$ cat src/rtl/add_arbiter.sv
// add_arbiter: round-robin arbiter sharing one fixed-latency pipelined adder, with tagged in-order responses
module add_arbiter #(
  parameter int num_req = 4,
  parameter int latency = 3,
  parameter int a_bits = 32,
  parameter int b_bits = 32,
  parameter int q_bits = 32,
  localparam int id_bits = (num_req > 1) ? $clog2(num_req) : 1
) (
  input  logic                        i_clk,
  input  logic                        i_rst_n,
  input  logic [num_req-1:0]          i_req_valid,
  input  logic [num_req*a_bits-1:0]   i_req_a,
  input  logic [num_req*b_bits-1:0]   i_req_b,
  output logic [num_req-1:0]          o_req_ready,
  output logic [a_bits-1:0]           o_add_a,
  output logic [b_bits-1:0]           o_add_b,
  input  logic [q_bits-1:0]           i_add_q,
  output logic                        o_rsp_valid,
  output logic [id_bits-1:0]          o_rsp_id,
  output logic [q_bits-1:0]           o_rsp_q,
  output logic                        o_busy
);
  logic [id_bits-1:0] ptr;
  logic [id_bits-1:0] gnt_id;
  logic [id_bits-1:0] idx;
  logic gnt_any;
  logic [latency-1:0] tag_v;
  logic [latency-1:0][id_bits-1:0] tag_id;
  always_comb begin
    gnt_any = 1'b0;
    gnt_id = '0;
    idx = '0;
    for (int i = num_req - 1; i >= 0; i--) begin
      idx = id_bits'((int'(ptr) + i) % num_req);
      if (i_req_valid[idx]) begin
        gnt_any = 1'b1;
        gnt_id = idx;
      end
    end
  end
  assign o_req_ready = gnt_any ? num_req'(1) << gnt_id : '0;
  assign o_add_a = gnt_any ? i_req_a[int'(gnt_id)*a_bits +: a_bits] : '0;
  assign o_add_b = gnt_any ? i_req_b[int'(gnt_id)*b_bits +: b_bits] : '0;
  assign o_busy = |tag_v | o_rsp_valid;
  always_ff @(posedge i_clk or negedge i_rst_n) begin
    if (!i_rst_n) begin
      ptr <= '0;
      tag_v <= '0;
      tag_id <= '0;
      o_rsp_valid <= 1'b0;
      o_rsp_id <= '0;
      o_rsp_q <= '0;
    end else begin
      if (gnt_any) ptr <= (gnt_id == id_bits'(num_req - 1)) ? '0 : gnt_id + 1'b1;
      tag_v[0] <= gnt_any;
      tag_id[0] <= gnt_id;
      for (int i = 1; i < latency; i++) begin
        tag_v[i] <= tag_v[i-1];
        tag_id[i] <= tag_id[i-1];
      end
      o_rsp_valid <= tag_v[latency-1];
      o_rsp_id <= tag_id[latency-1];
      if (tag_v[latency-1]) o_rsp_q <= i_add_q;
    end
  end
endmodule
$ cat config.mk
export PLATFORM = sky130hd
export DESIGN_NAME = add_arbiter
export DESIGN_NICKNAME = d
export VERILOG_FILES = /design/src/rtl/add_arbiter.sv
export SDC_FILE = /design/constraint.sdc
export NUM_CORES = 1
export LEC_CHECK = 0
export ABC_AREA = 1
export ABC_CLOCK_PERIOD_IN_PS = 2600
export CAP_MARGIN = 30
export CORE_AREA = 2 2 153 155
export CTS_CLUSTER_SIZE = 20
export DETAILED_ROUTE_END_ITERATION = 6
export DIE_AREA = 0 0 155 157
export PLACE_DENSITY = 0.62
export SETUP_SLACK_MARGIN = 0.3
export SYNTH_ARGS = -nofsm -noshare
export SYNTH_HDL_FRONTEND = slang
export SYNTH_SLANG_ARGS = --single-unit
$ cat constraint.sdc
create_clock -name i_clk -period 2.6 [get_ports i_clk]
set_input_delay 0.52 -clock i_clk [delete_from_list [all_inputs] [get_ports i_clk]]
set_output_delay 0.52 -clock i_clk [all_outputs]
set_load 0.005 [all_outputs]
# Word-level counts from Yosys, hierarchy flattened
# Index checks and enable logic that the tools add are counted.
[op_classes]
order_cmp = 4
bitwise_logic = 1
n_addsub = 4
reduce_logical = 1
n_mul = 0
n_eq_ne = 1
n_mux = 20
div = 0
shift = 3
[ops]
columns = ["op", "count"]
rows = [
  ["$shiftx 128x8->32", 2],
  ["$mux 32", 2],
  ["$lt 2x3->1 const B", 4],
  ["$mux 2", 5],
  ["$bmux 1 s2", 4],
  ["$mux 1", 8],
  ["$add 2x1->2 const B", 2],
  ["$add 2x2->2 const B", 2],
  ["$mux 4", 1],
  ["$shl 1x2->4 const A", 1],
  ["$reduce_or 3->1", 1],
  ["$eq 2x2->1 const B", 1],
  ["$or 1x1->1", 1],
]
[totals]
ram_bits = 0
latchBits = 0
elab_cells = 42
regBits = 46
out_inout_bits = 104
mem_bits_ro = 0
memories = 0
inputBits = 294

# Longest topological paths before layout
# Gate-level depths: netlist of run 1.
[logic_depth]
ltp_word = 9
depth_mapped = 15
mapped_depth_nobuf = 12

# Least setup slack after synthesis of run 1
# No wires, ideal clock.
[synth_timing]
path_type = "input-to-output"
startpoint = "input i_req_valid[0]"
endpoint = "output o_req_ready[0]"
t_required_ps = 2080
arrival_time_ps = 1837
cell_stages = 14
slack_ps = 243
n_path_buf = 2
cell_sequence = "inv_1 o21ai_0 nand2_1 nand2_1 inv_2 nand2_1 nand2_2 nand2_2 buf_6 buf_2 inv_1 ha_1 inv_1 nor2_1"
[synth_via]
elab_chain_cells = 8
word_cells_on_any_way = 18
classes_between = "1 x shift; 17 x mux"
[synth_lines]
columns = ["element", "line_no", "text"]
rows = [
  ["from (decl)", "12", "input logic [num_req-1:0] i_req_valid,"],
  ["$bmux 1 s2", "36", "if (i_req_valid[idx]) begin"],
  ["$mux 1 (not written as such)", "36", ""],
  ["$mux 2 (3 in series)", "36", ""],
  ["$mux 2 *", "36", ""],
  ["named net gnt_id[0]", "25", "logic [id_bits-1:0] gnt_id;"],
  ["$shl 1x2->4 *", "42", "assign o_req_ready = gnt_any ? num_req'(1) << gnt_id : '0;"],
  ["$mux 4 *", "42", ""],
  ["to (decl)", "15", "output logic [num_req-1:0] o_req_ready,"],
]
# Mark *: on every way through the listed nets, which the timed path passes. The rest lies on a longest branch. The select of a mux whose other input is x is not followed.

# Worst setup path after layout of run 1
[layout_timing]
startpoint = "register ptr[0]"
endpoint = "output o_add_a[29]"
[layout_via]
elab_chain_cells = 9
word_cells_on_any_way = 21
classes_between = "3 x add/sub; 1 x shift; 17 x mux"
[layout_lines]
columns = ["element", "line_no", "text"]
rows = [
  ["from (decl)", "24", "logic [id_bits-1:0] ptr;"],
  ["from (signal assigned)", "55", "if (gnt_any) ptr <= (gnt_id == id_bits'(num_req - 1)) ? '0 : gnt_id + 1'b1;"],
  ["$add 2x2->2", "35", "idx = id_bits'((int'(ptr) + i) % num_req);"],
  ["$bmux 1 s2", "36", ""],
  ["$mux 1 (not written as such)", "36", ""],
  ["$mux 2 (4 in series)", "36", ""],
  ["$shiftx 128x8->32", "43", "assign o_add_a = gnt_any ? i_req_a[int'(gnt_id)*a_bits +: a_bits] : '0;"],
  ["$mux 32 *", "43", ""],
  ["to (decl)", "16", "output logic [a_bits-1:0] o_add_a,"],
]
# Every way passes the cells marked *; elsewhere a longest branch is shown, timed or not. The select of a mux whose other input is x is not followed.

==> results.txt, run 1 <==
----------------------------------------------------
[STA]
  Setup violation total in the final timing report ... slightly below 70
  Worst slew margin ... about three fifths
  Number of hold-slack violations in the final timing report ... 0
  Clock skew ... approximately 4.5 ps
  Number of max-slew violations in the final report ... 0
  Setup repair after global routing missed its margin ... true
  Tcrit/Tclk final ... 117%
  Highest clock frequency the design can meet ... about 330 MHz
  Period minus WS final ... a little over 3000 ps
  Worst Max-Slew Pin Slew ... a little over 600 ps
  Min setup slack post-route ... -452 ps

[Worst setup path]
  Endpoint class of the critical path ... output port
  Critical path depth ... 17
  R2r setup slk ... around 370 ps
  Highest-delay cell along the critical path ... dfrtp_2
  Data arrival time of the critical path ... around 2500 ps
  Top cell family by delay on the critical path ... buffers and inverters
  Buf+Inv Stages, Crit Path ... 9
  End of the critical path ... o_add_a[29]
  WS Path Type ... flop to output port
  Critical Path Start ... ptr[0]
  Crit-path most repeated cell ... buf_12
  Required time worst endpoint ... around 2100 ps
  Cell count of the worst reg-to-reg path ... 14
  Crit Reg-Reg Startpoint ... ptr[0]
  Startpoint class of the critical path ... flop
  Largest stage delay on the critical path ... roughly 430 ps
  Worst-path maximum fanout ... 7
  RR Endpoint ... ptr[1]
  Cell-by-cell trace of the critical path ... buf_12 > o21ai_4 > nand2_1 > nand2_1 > inv_2 > buf_12 > nand3_4 > buf_12 > nand2_8 > buf_12 > buf_12 > buf_12 > buf_16 > nand2_2 > nand3_2 > a21oi_2 > buf_2

[Routing]
  Final routed DRC violation total ... 0
  Via count of the routed design ... approximately 7.7k
  Number of nets with antenna violations after routing ... 0
  Number of DRC markers in iteration 0 ... ~370
  Vias per cell ... around 4.8
  Routed length per placed instance ... between 15 and 20 um
  Number of iterations in the first detailed-routing pass ... 7
  Final Routed Wirelength ... slightly below 30000 um

[GRT]
  Global-route wire length before repair ... around 42000 um
  Antenna violations before repair ... 1
  Number of global-route vias before repair ... between 7k and 8k
  Final global-route overflow total ... 0
  Total Routing Usage GR ... 21.8%
  Largest net degree at the start of global routing ... 34

[Cells and area]
  Nets@finish ... between 1.5k and 2k
  Register area ... approximately 1200 um2
  Fillers ... between 2k and 2.5k
  Ratio of cells with drive above 1 in the final layout ... about 40%
  Commonest non-fill, non-tap cells in the layout ... 324 x clkdlybuf4s50_1, 195 x inv_1, 114 x nand3_2
  Share of the core filled with cells ... 55.3%
  Commonest non-fill, non-tap cell in the layout ... clkdlybuf4s50_1
  Area growth syn-to-layout ... 142%
  Multi-input combinational cell area ... ~4300 um2
  Final cell count without fillers ... 1606

[Clocking]
  Clk slew on worst S/H paths ... 60 ps
  Maximum level of the CTS H-tree ... 2
  Clk buf depth ... 2
  CTS tree ... yes
  Later-pin clock latency in the skew report ... around 280 ps
  CTS Hold Buffers Added ... 0
  Buffer type at the clock tree root ... clkbuf_16
  Number of buffers inserted during clock tree synthesis ... 5
  Sink count of the clock tree ... 46

[Floorplan]
  Initial core utilization ... 22.9%
  Ports placed on the boundary ... around 400
  Core area ... roughly 23000 um2
  Die width ... 155 um
  Die Y-Extent ... approximately 160 um
  Floorplan row count ... 55
  Total die area ... 24300 um2

[Pwr]
  Comb pwr share ... just over 90%
  Reg power frac ... 4.9%
  Clock share of power ... under 10%
  Switching part of the total ... between 40% and 50%
  Peak supply drop ... around 0.00074 V
  Net switching power figure ... just under 10 mW
  Internal power ... 11.3 mW
  Total power divided by cell area ... between 1500 and 2000 nW/um2
  Reported leakage power ... between 6 and 7 nW

[Synthesis]
  Yosys cell types ... 23
  Post-Syn Instances ... roughly 850
  Yosys top cell by area ... dfrtp_1
  Synth Warn # ... 0
  Sequential share of the synthesized area ... between 20% and 30%
  Largest cells by area after synthesis ... dfrtp_1 22%, nand3_1 19%, inv_1 15%
  Portion of synthesized cell area occupied by the leading cell type ... 22.4%
  Post-synth net total ... 1149
  Number of storage elements in the synthesis netlist ... 46
  Synth Cell Area ... 5140 um2
  Average cell area after synthesis ... a little over 6 um2

[Placement]
  Port Buffers ... roughly 400
  # placed instances ... approximately 1.5k
  DP Wirelength ... approximately 19000 um
  Final weighted congestion of routability-driven global placement ... ~0.96

[Job]
  Max-capacitance violation count ... 0

[Outcome]
  Result of the run ... finished, violations left
  Violated checks ... negative setup slack

[Worst hold path]
  Worst min-delay path category ... input pin to async pin

----------------------------------------------------
-- final cells by class --
type                            instances  share of cell area (%)
Clock buffer                            6                    1.04
Timing Repair Buffer                  529                    46.1
Antenna cell                            1                  0.0201
Inverter                              207                    6.37
Multi-Input combinational cell        530                    34.2
Sequential cell                        46                    9.26
Tap cell                              285                    2.87
Clock inverter                          2                   0.111
-- logic make-up (layout without fill, tap and decap cells) --
family	count (synthesis)	after routing	share of synthesized area, %
and+or+nand+nor	423	423	40.8
xor gates and xnor gates	1	1	0.170
adders and majority gates	4	4	0.973
other	0	1	0
buffers and inverters	275	744	21.7
muxes	32	32	7.01
AOI/OAI and AO/OA	70	70	6.88
DFF	46	46	22.4
-- power by group through the flow --
stage / Clock [mW] / Combinational, mW / Sequential, mW
after floorplan: 0 / 5.86 / 1.04
after detailed placement: 0 / 12.4 / 1.06
after global routing: 0.650 / 20.7 / 1.06
after CTS: 0.623 / 17.2 / 1.03
after global placement: 0 / 12.3 / 1.05
final: 0.602 / 19.6 / 1.03
-- stage by stage --
step / total power [mW] / hold slack (ps) / setup WS (ps) / area [um2] / TNS, ps
3_5_place_dp: 13.4 / 335 / -1060 / 9710 / -62880
3_3_place_gp: 13.4 / 332 / -1060 / 9710 / -62730
6_report: 21.2 / 252 / -452 / 12400 / -25620
4_1_cts: 18.9 / 275 / -468 / 11500 / -25180
2_1_floorplan: 6.90 / 224 / 318 / 5150 / 0
5_1_grt: 22.4 / 305 / -565 / 12400 / -33150
-- Yosys cell counts --
library cell	n
a21oi_1	64
buf_1	1
buf_2	51
buf_4	2
buf_6	2
clkbuf_1	12
dfrtp_1	46
ha_1	4
inv_1	204
inv_2	3
mux2_2	32
nand2_1	151
nand2_2	2
nand3_1	194
nand3_2	2
nand3b_1	64
nor2_1	8
nor4_2	1
o21ai_0	1
o21ai_1	4
o21ai_2	1
or4_1	1
xnor2_1	1
-- state kept, by name, summed over array words and instances, names as in the netlist --
register and count:
o_rsp_q 32, tag_id 6, tag_v 3, o_rsp_id 2, ptr 2, o_rsp_valid 1
-- layer usage --
metal,vias to the layer above,track usage (%),share of wire (%)
li1,3625,-,-
met1,3589,25.9,38
met3,62,4.19,7.3
met4,0,6.00,3.1
met5,-,0,0
met2,393,40.1,51
-- how the worst min path moves through the flow --
stage / start / to / slack, ps / cells after the start
detailed placement: tag_id[4] / o_rsp_id[0] / 330 / 0
global placement: tag_id[0] / tag_id[2] / 330 / 0
global route: i_rst_n / o_rsp_q[28] / 300 / 1
floorplan: i_rst_n / o_rsp_id[0] / 220 / 0
finish: i_rst_n / o_rsp_q[27] / 250 / 1
CTS: i_rst_n / ptr[1] / 270 / 1
-- what timing repair did --
item,CTS,global route
pin swaps,108,81
gates resized for setup,499,196
endpoints found under the setup margin,69,68
cloned,25,3
buffers inserted,51,3
-- worst register-to-register path: stages (launching register included) --
cell     delay [ps]
dfrtp_2         430
buf_12          150
buf_6           120
o21ai_4         190
nor2_2           60
nor2_2          150
nand3_4          90
buf_12          150
nand2_8          80
buf_8           120
buf_6           130
buf_12          150
ha_4            210
nand2_1          50
o21ai_1          50
Note: power is estimated with default switching activity, not from simulation.
==> inputs of run 2 (changes only) <==
ABC_AREA = unset   (was 1)
CORE_AREA = 2 2 154 156   (was 2 2 153 155)
DIE_AREA = 0 0 156 158   (was 0 0 155 157)
PLACE_DENSITY = 0.55   (was 0.62)
==> run 2 against run 1 <==
  * The run still ends with negative setup slack left
  * Non-clock buffer count decreased by 53
  * Highest routed layer is now met5
  * Utilization decreased by 16 points
  * Total power decreased by 69%
  * First-iteration DRC count decreased by 70%
  * Area after synthesis decreased by 29%
  * Critical path depth decreased by 7
  * Via count decreased by 40%
  * Register-to-register slack improved by 450 ps
  * Critical endpoint is now o_add_b[29]
==> results.txt, run 2 <==
----------------------------------------------------
[Outcome]
  Result of the run ... finished, violations left
  Violated checks ... negative setup slack

[STA]
  Min setup slack post-route ... -82.0 ps (+370 ps)
  Tcrit/Tclk final ... 103% (-14 points)
  Setup repair after global routing missed its margin ... true
  Worst slew margin ... 71.0% (+12 points)
  Period minus WS final ... 2680 ps (-370 ps)
  Min Hold Slack ... 171 ps (-81.0 ps)
  Setup total negative slack ... -575 ps (+25040 ps)
  Setup violation total in the final timing report ... 14 (-79%)
  Clock skew ... 6.04 ps (+1.52 ps)
  Number of hold-slack violations in the final timing report ... 0 (unchanged)
  Number of max-slew violations in the final report ... 0 (unchanged)
  Worst Max-Slew Pin Slew ... 435 ps (-183 ps)
  Highest clock frequency the design can meet ... 373 MHz (+14%)

[Synthesis]
  Fraction of registers with async set/reset ... 100% (unchanged)
  Commonest cells post-synth ... 128 x mux2i_1, 65 x o22ai_1, 46 x dfrtp_1
  Portion of synthesized cell area occupied by the leading cell type ... 35.2% (+13 points)
  Average cell area after synthesis ... 10.8 um2 (+78%)
  Synth Warn # ... 0 (unchanged)
  Number of enable-type register cells in the synthesized netlist ... 0 (unchanged)
  Post-Syn Instances ... 338 (-60%)
  Sequential share of the synthesized area ... 31.7% (+9.3 points)
  Yosys top cell by area ... mux2i_1
  Number of storage elements in the synthesis netlist ... 46 (unchanged)
  Synth Cell Area ... 3630 um2 (-29%)
  Synth Flop Type ... dfrtp_1
  Largest cells by area after synthesis ... mux2i_1 35%, dfrtp_1 32%, o22ai_1 11%
  Post-synth net total ... 636 (-45%)
  Yosys cell types ... 26 (+13%)
  Most repeated cell in the gate-level netlist after synthesis ... mux2i_1

[Worst hold path]
  Worst min-delay path category ... input pin to async pin

[Clocking]
  Sink count of the clock tree ... 46 (unchanged)
  Maximum level of the CTS H-tree ... 2 (unchanged)
  Clk buf depth ... 2 (unchanged)
  CTS Hold Buffers Added ... 0 (unchanged)
  Later-pin clock latency in the skew report ... 290 ps (about the same)
  Buffer type at the clock tree root ... clkbuf_16
  CTS tree ... yes
  Clk slew on worst S/H paths ... 60 ps (about the same)
  Number of buffers inserted during clock tree synthesis ... 5 (unchanged)

[Routing]
  Number of nets with antenna violations after routing ... 0 (unchanged)
  Final routed DRC violation total ... 0 (unchanged)
  Number of iterations in the first detailed-routing pass ... 4 (-3)
  Routed length per placed instance ... 18.4 um (-0.10%)
  Final Routed Wirelength ... 19900 um (-33%)
  Vias per cell ... 4.24 (-11%)
  Number of DRC markers in iteration 0 ... 109 (-70%)
  Via count of the routed design ... 4593 (-40%)

[Floorplan]
  Initial core utilization ... 15.8% (-7.1 points)
  Total die area ... 24600 um2 (+1.3%)
  Core area ... 23100 um2 (+2.4%)
  Floorplan row count ... 56 (+1.8%)
  Ports placed on the boundary ... 398 (unchanged)
  Die Y-Extent ... 158 um (+0.64%)
  Die width ... 156 um (+0.65%)

[Worst setup path]
  Worst-path maximum fanout ... 7 (unchanged)
  R2r setup slk ... 820 ps (+450 ps)
  End of the critical path ... o_add_b[29]
  RR Endpoint ... ptr[1]
  Cell-by-cell trace of the critical path ... nor2_2 > a221oi_4 > nand3_4 > buf_6 > buf_12 > buf_16 > buf_12 > mux2i_1 > o22ai_1 > buf_2
  Critical Path Start ... ptr[0]
  Largest stage delay on the critical path ... 410 ps (-20 ps)
  Highest-delay cell along the critical path ... dfrtp_1
  Required time worst endpoint ... 2080 ps (about the same)
  Data arrival time of the critical path ... 2160 ps (-370 ps)
  Startpoint class of the critical path ... flop
  Crit-path most repeated cell ... buf_12
  Endpoint class of the critical path ... output port
  Top cell family by delay on the critical path ... buffers and inverters
  Buf+Inv Stages, Crit Path ... 5 (-4)
  Critical path depth ... 10 (-7)
  Cell count of the worst reg-to-reg path ... 9 (-5)
  Crit Reg-Reg Startpoint ... ptr[1]
  WS Path Type ... flop to output port

[Cells and area]
  Commonest non-fill, non-tap cells in the layout ... 324 x clkdlybuf4s50_1, 110 x mux2i_1, 64 x buf_2
  Biggest register ... o_rsp_q
  Fillers ... 2319 (+13%)
  Nets@finish ... 1088 (-33%)
  Ratio of cells with drive above 1 in the final layout ... 29.7% (-9.8 points)
  Max reg flops ... 32 (unchanged)
  Commonest non-fill, non-tap cell in the layout ... clkdlybuf4s50_1
  Final cell count without fillers ... 1083 (-33%)
  Area growth syn-to-layout ... 149%
  Share of the core filled with cells ... 39.2% (-16 points)
  Largest registers ... o_rsp_q: 32 flops, tag_id: 6 flops, tag_v: 3 flops

[GRT]
  Antenna violations before repair ... 3 (+2)
  Final global-route overflow total ... 0 (unchanged)
  Number of global-route vias before repair ... 4558 (-37%)
  Global-route wire length before repair ... 27200 um (-35%)
  Largest net degree at the start of global routing ... 34 (unchanged)
  Total Routing Usage GR ... 14.6% (-7.2 points)

[Placement]
  Port Buffers ... 397 (unchanged)
  Post-Place Setup Slack ... -706 ps (+353 ps)
  Final weighted congestion of routability-driven global placement ... 0.792 (-17%)
  # placed instances ... 1039 (-31%)
  DP Wirelength ... 15700 um (-19%)

[Pwr]
  Total power divided by cell area ... 731 nW/um2 (-57%)
  Peak supply drop ... 0.000241 V (-68%)
  Reported leakage power ... 4.01 nW (-34%)

[Job]
  Max-capacitance violation count ... 0 (unchanged)

----------------------------------------------------
==> run 2: changes by cell type after synthesis, sizes merged, moves of 4 or more <==
cell	delta
mux2i	+128
nand3	-194
inv	-204
buf	-41
a21oi	-63
nand2	-148
nand3b	-64
clkbuf	+4
and2	+4
o21ai	-4
o22ai	+65
==> run 2: through the flow <==
step | total power [mW] | instance area, um2
after global routing | 7.00 | 9040
after floorplan | 2.65 | 3630
after CTS | 6.49 | 8880
after global placement | 5.05 | 8240
final | 6.61 | 9040
after detailed placement | 5.05 | 8240
==> run 2: logic make-up after synthesis <==
logic type	Yosys count	synth area share, %
buffers and inverters	34	5.92
and+or+nand+nor	21	3.03
AOI/OAI and AO/OA	73	12.8
DFF	46	31.7
adders and majority gates	4	1.38
muxes	160	45.2
==> run 2: routing by layer <==
layer	vias up	share of wire [%]	global-route usage [%]
li1	2217	-	-
met1	2141	38	16.9
met2	210	52	26.7
met3	23	7.4	3.97
met4	2	1.9	3.71
met5	-	0.065	0
==> run 2: timing repair <==
action / CTS / global route
cloned: 12 / 1
setup buffers: 19 / 2
setup endpoints to repair: 68 / 68
gates resized for setup: 341 / 30
pin swaps: 34 / 12
==> run 2: worst min-delay path by stage <==
stage	from	to	slack [ps]	cells past startpoint
floorplan	i_rst_n	o_rsp_id[0]	220	0
global placement	tag_id[0]	tag_id[2]	330	0
detailed placement	tag_id[0]	tag_id[2]	340	0
CTS	i_rst_n	o_rsp_q[14]	180	1
global route	i_rst_n	o_rsp_q[9]	200	1
finish	i_rst_n	o_rsp_q[28]	170	1
==> run 2: area by class of cell <==
class	count	area, um2	area share [%]
timing repair buffer	476	4780	52.9
multi-input combinational	258	2530	27.9
sequential	46	1150	12.7
tap	290	363	4.01
clock buffer	6	139	1.54
clock inverter	2	60.1	0.664
inverter	3	11.3	0.125
antenna	2	5.00	0.0554
==> run 2: where the power goes <==
part | internal [mW] | switching (mW)
Clock | 0.577 | 0.262
Combinational | 2.91 | 2.01
Sequential | 0.811 | 0.0413
Total | 4.29 | 2.32
==> inputs of run 3 (changes only) <==
CTS_BUF_LIST = sky130_fd_sc_hd__clkbuf_4 sky130_fd_sc_hd__clkbuf_8   (was unset)
REMOVE_ABC_BUFFERS = 1   (was unset)
==> run 3 against run 2 <==
  * The flow still finishes with violations (negative setup slack)
  * Design area is 2.4% higher
  * Wire length increased by 6.0%
  * Via count increased by 1.3%
  * Die area unchanged
  * Clock power decreased by 37%
  * Setup slack got worse by 95 ps
  * Sequential share of layout area is 0.27 points lower
  * Total power grew 1.8%
  * Critical path depth up 1
  * Non-clock buffer count is 25 higher
  * Critical path type unchanged
  * Critical endpoint is now o_add_b[7]
  * Largest cell class unchanged
  * Largest power group unchanged
==> results.txt, run 3 (same netlist as run 2, synthesis figures left out) <==
----------------------------------------------------
[Outcome]
  Result of the run ... finished, violations left
  Violated checks ... negative setup slack

[Floorplan]
  Die width ... 156 um (unchanged)
  Initial core utilization ... 15.8% (unchanged)
  Floorplan row count ... 56 (unchanged)
  Ports placed on the boundary ... 398 (unchanged)
  Die Y-Extent ... 158 um (unchanged)
  Total die area ... 24600 um2 (unchanged)
  Core area ... 23100 um2 (unchanged)

[Cells and area]
  Ratio of cells with drive above 1 in the final layout ... 32.1% (+2.4 points)
  Largest registers ... o_rsp_q: 32 flops, tag_id: 6 flops, tag_v: 3 flops
  Fillers ... 2324 (+0.22%)
  Antenna diode count ... 0 (-2)
  Nets@finish ... 1114 (+2.4%)
  Area growth syn-to-layout ... 155%
  Biggest register ... o_rsp_q
  Commonest non-fill, non-tap cell in the layout ... clkdlybuf4s50_1
  Commonest non-fill, non-tap cells in the layout ... 324 x clkdlybuf4s50_1, 107 x mux2i_1, 63 x buf_2
  Max reg flops ... 32 (unchanged)
  Finished layout cell area ... 9260 um2 (+2.4%)

[Placement]
  Post-place instance area ... 8130 um2 (-1.3%)
  DP Wirelength ... 16000 um (+2.3%)
  Port Buffers ... 397 (unchanged)
  Final weighted congestion of routability-driven global placement ... 0.807 (+2.0%)

[Routing]
  Vias per cell ... 4.21 (-0.78%)
  Routed length per placed instance ... 19.1 um (+3.8%)
  Final Routed Wirelength ... 21100 um (+6.0%)
  Number of DRC markers in iteration 0 ... 147 (+35%)
  Final routed DRC violation total ... 0 (unchanged)
  Number of nets with antenna violations after routing ... 0 (unchanged)
  Number of iterations in the first detailed-routing pass ... 4 (unchanged)
  Via count of the routed design ... 4654 (+1.3%)

[STA]
  Period minus WS final ... 2780 ps (+94.9 ps)
  Number of hold-slack violations in the final timing report ... 0 (unchanged)
  Worst slew margin ... 55.7% (-15 points)
  Setup violation total in the final timing report ... 69 (+55)
  Min setup slack post-route ... -177 ps (-94.9 ps)
  Highest clock frequency the design can meet ... 360 MHz (-3.4%)
  Number of max-slew violations in the final report ... 0 (unchanged)
  Tcrit/Tclk final ... 107% (+3.7 points)
  Worst Max-Slew Pin Slew ... 665 ps (+230 ps)
  Setup repair after global routing missed its margin ... true
  Clock skew ... 6.62 ps (+0.581 ps)
  Min Hold Slack ... 248 ps (+77.0 ps)
  Setup total negative slack ... -5970 ps (-5400 ps)

[Clocking]
  Maximum level of the CTS H-tree ... 2 (unchanged)
  CTS tree ... yes
  Buffer type at the clock tree root ... clkbuf_8
  Clk slew on worst S/H paths ... 80 ps (+20 ps)
  Sink count of the clock tree ... 46 (unchanged)
  Number of buffers inserted during clock tree synthesis ... 5 (unchanged)
  Later-pin clock latency in the skew report ... 300 ps (about the same)
  CTS Hold Buffers Added ... 0 (unchanged)
  Clk buf depth ... 2 (unchanged)

[Worst setup path]
  WS Path Type ... flop to output port
  Critical Path Start ... ptr[1]
  End of the critical path ... o_add_b[7]
  Data arrival time of the critical path ... 2260 ps (+100 ps)
  Startpoint class of the critical path ... flop
  RR Endpoint ... ptr[0]
  Cell-by-cell trace of the critical path ... buf_6 > nor2_4 > a221oi_4 > nand3_4 > buf_12 > buf_12 > buf_16 > buf_6 > mux2i_1 > o22ai_1 > buf_2
  Highest-delay cell along the critical path ... dfrtp_2
  Crit Reg-Reg Startpoint ... ptr[1]
  Worst-path maximum fanout ... 6 (-1)
  Largest stage delay on the critical path ... 420 ps (about the same)
  R2r setup slk ... -10 ps (-830 ps)
  Required time worst endpoint ... 2080 ps (about the same)
  Endpoint class of the critical path ... output port
  Cell count of the worst reg-to-reg path ... 19 (+10)

[Pwr]
  Total power divided by cell area ... 727 nW/um2 (-0.60%)
  Peak supply drop ... 0.000308 V (+28%)
  Reported leakage power ... 4.10 nW (+2.3%)

[GRT]
  Final global-route overflow total ... 0 (unchanged)
  Antenna violations before repair ... 0 (-3)
  Largest net degree at the start of global routing ... 34 (unchanged)
  Number of global-route vias before repair ... 4724 (+3.6%)
  Global-route wire length before repair ... 29000 um (+6.5%)
  Total Routing Usage GR ... 15.8% (+1.2 points)

[Worst hold path]
  Worst min-delay path category ... input pin to async pin

[Job]
  Max-capacitance violation count ... 0 (unchanged)

----------------------------------------------------
==> run 3: cell count changes in the layout (fill, tap and decap cells not counted), moves of 5 or more <==
| cell | delta |
|---|---|
| buf_6 | +24 |
| clkbuf_8 | +5 |
| o22ai_1 | +10 |
| clkbuf_16 | -5 |
| o22ai_2 | -8 |
==> run 3: final cells by class <==
| cell class | instances | area [um2] | share of cell area (%) |
|---|---|---|---|
| timing repair buffer | 501 | 5050 | 54.5 |
| multi-input combinational | 259 | 2560 | 27.7 |
| sequential | 46 | 1150 | 12.5 |
| tap | 290 | 363 | 3.92 |
| clock buffer | 6 | 82.6 | 0.892 |
| clock inverter | 1 | 30.0 | 0.324 |
| inverter | 3 | 21.3 | 0.230 |
==> run 3: timing repair <==
| item | 4_1_cts | 5_1_grt |
|---|---|---|
| pin swaps | 31 | 24 |
| resized for setup | 375 | 50 |
| setup buffers | 42 | 10 |
| cloned | 11 | 1 |
| setup endpoints to repair | 68 | 70 |
==> run 3: how the worst min path moves through the flow <==
stage                             end  slack [ps]  cells past startpoint
after floorplan           o_rsp_id[0]         220                      0
after global placement    o_rsp_id[1]         330                      0
after global routing       o_rsp_q[8]         280                      1
final                      o_rsp_q[8]         250                      1
after detailed placement  o_rsp_id[1]         340                      0
after CTS                  o_rsp_q[8]         260                      1
==> run 3: critical path: cells and delay by family, from the launching register on <==
family | cells | cell delay, ps
compound gates | 2 | 420
buf+inv | 6 | 810
flops | 1 | 420
mux | 1 | 110
simple gates | 2 | 190
==> run 3: stage by stage <==
stage	setup WS (ps)	std cells	total power, mW	utilization [%]
after global routing	-307	1106	7.13	40.2
after detailed placement	-887	1035	4.91	35.3
after floorplan	-2430	307	2.74	-
after CTS	-266	1095	6.52	39.2
final	-177	1106	6.73	40.2
after global placement	-861	1035	4.90	35.3
==> run 3: routing by layer <==
metal / vias up / track usage (%) / share of wire [%]
li1: 2274 / - / -
met1: 2116 / 18.8 / 40
met2: 245 / 29.3 / 52
met3: 19 / 3.34 / 7.0
met4: 0 / 3.54 / 1.5
met5: - / 0 / 0
==> run 3: power breakdown <==
group	internal, mW	switching [mW]
Clock	0.307	0.222
Combinational	3.21	2.12
Sequential	0.813	0.0532
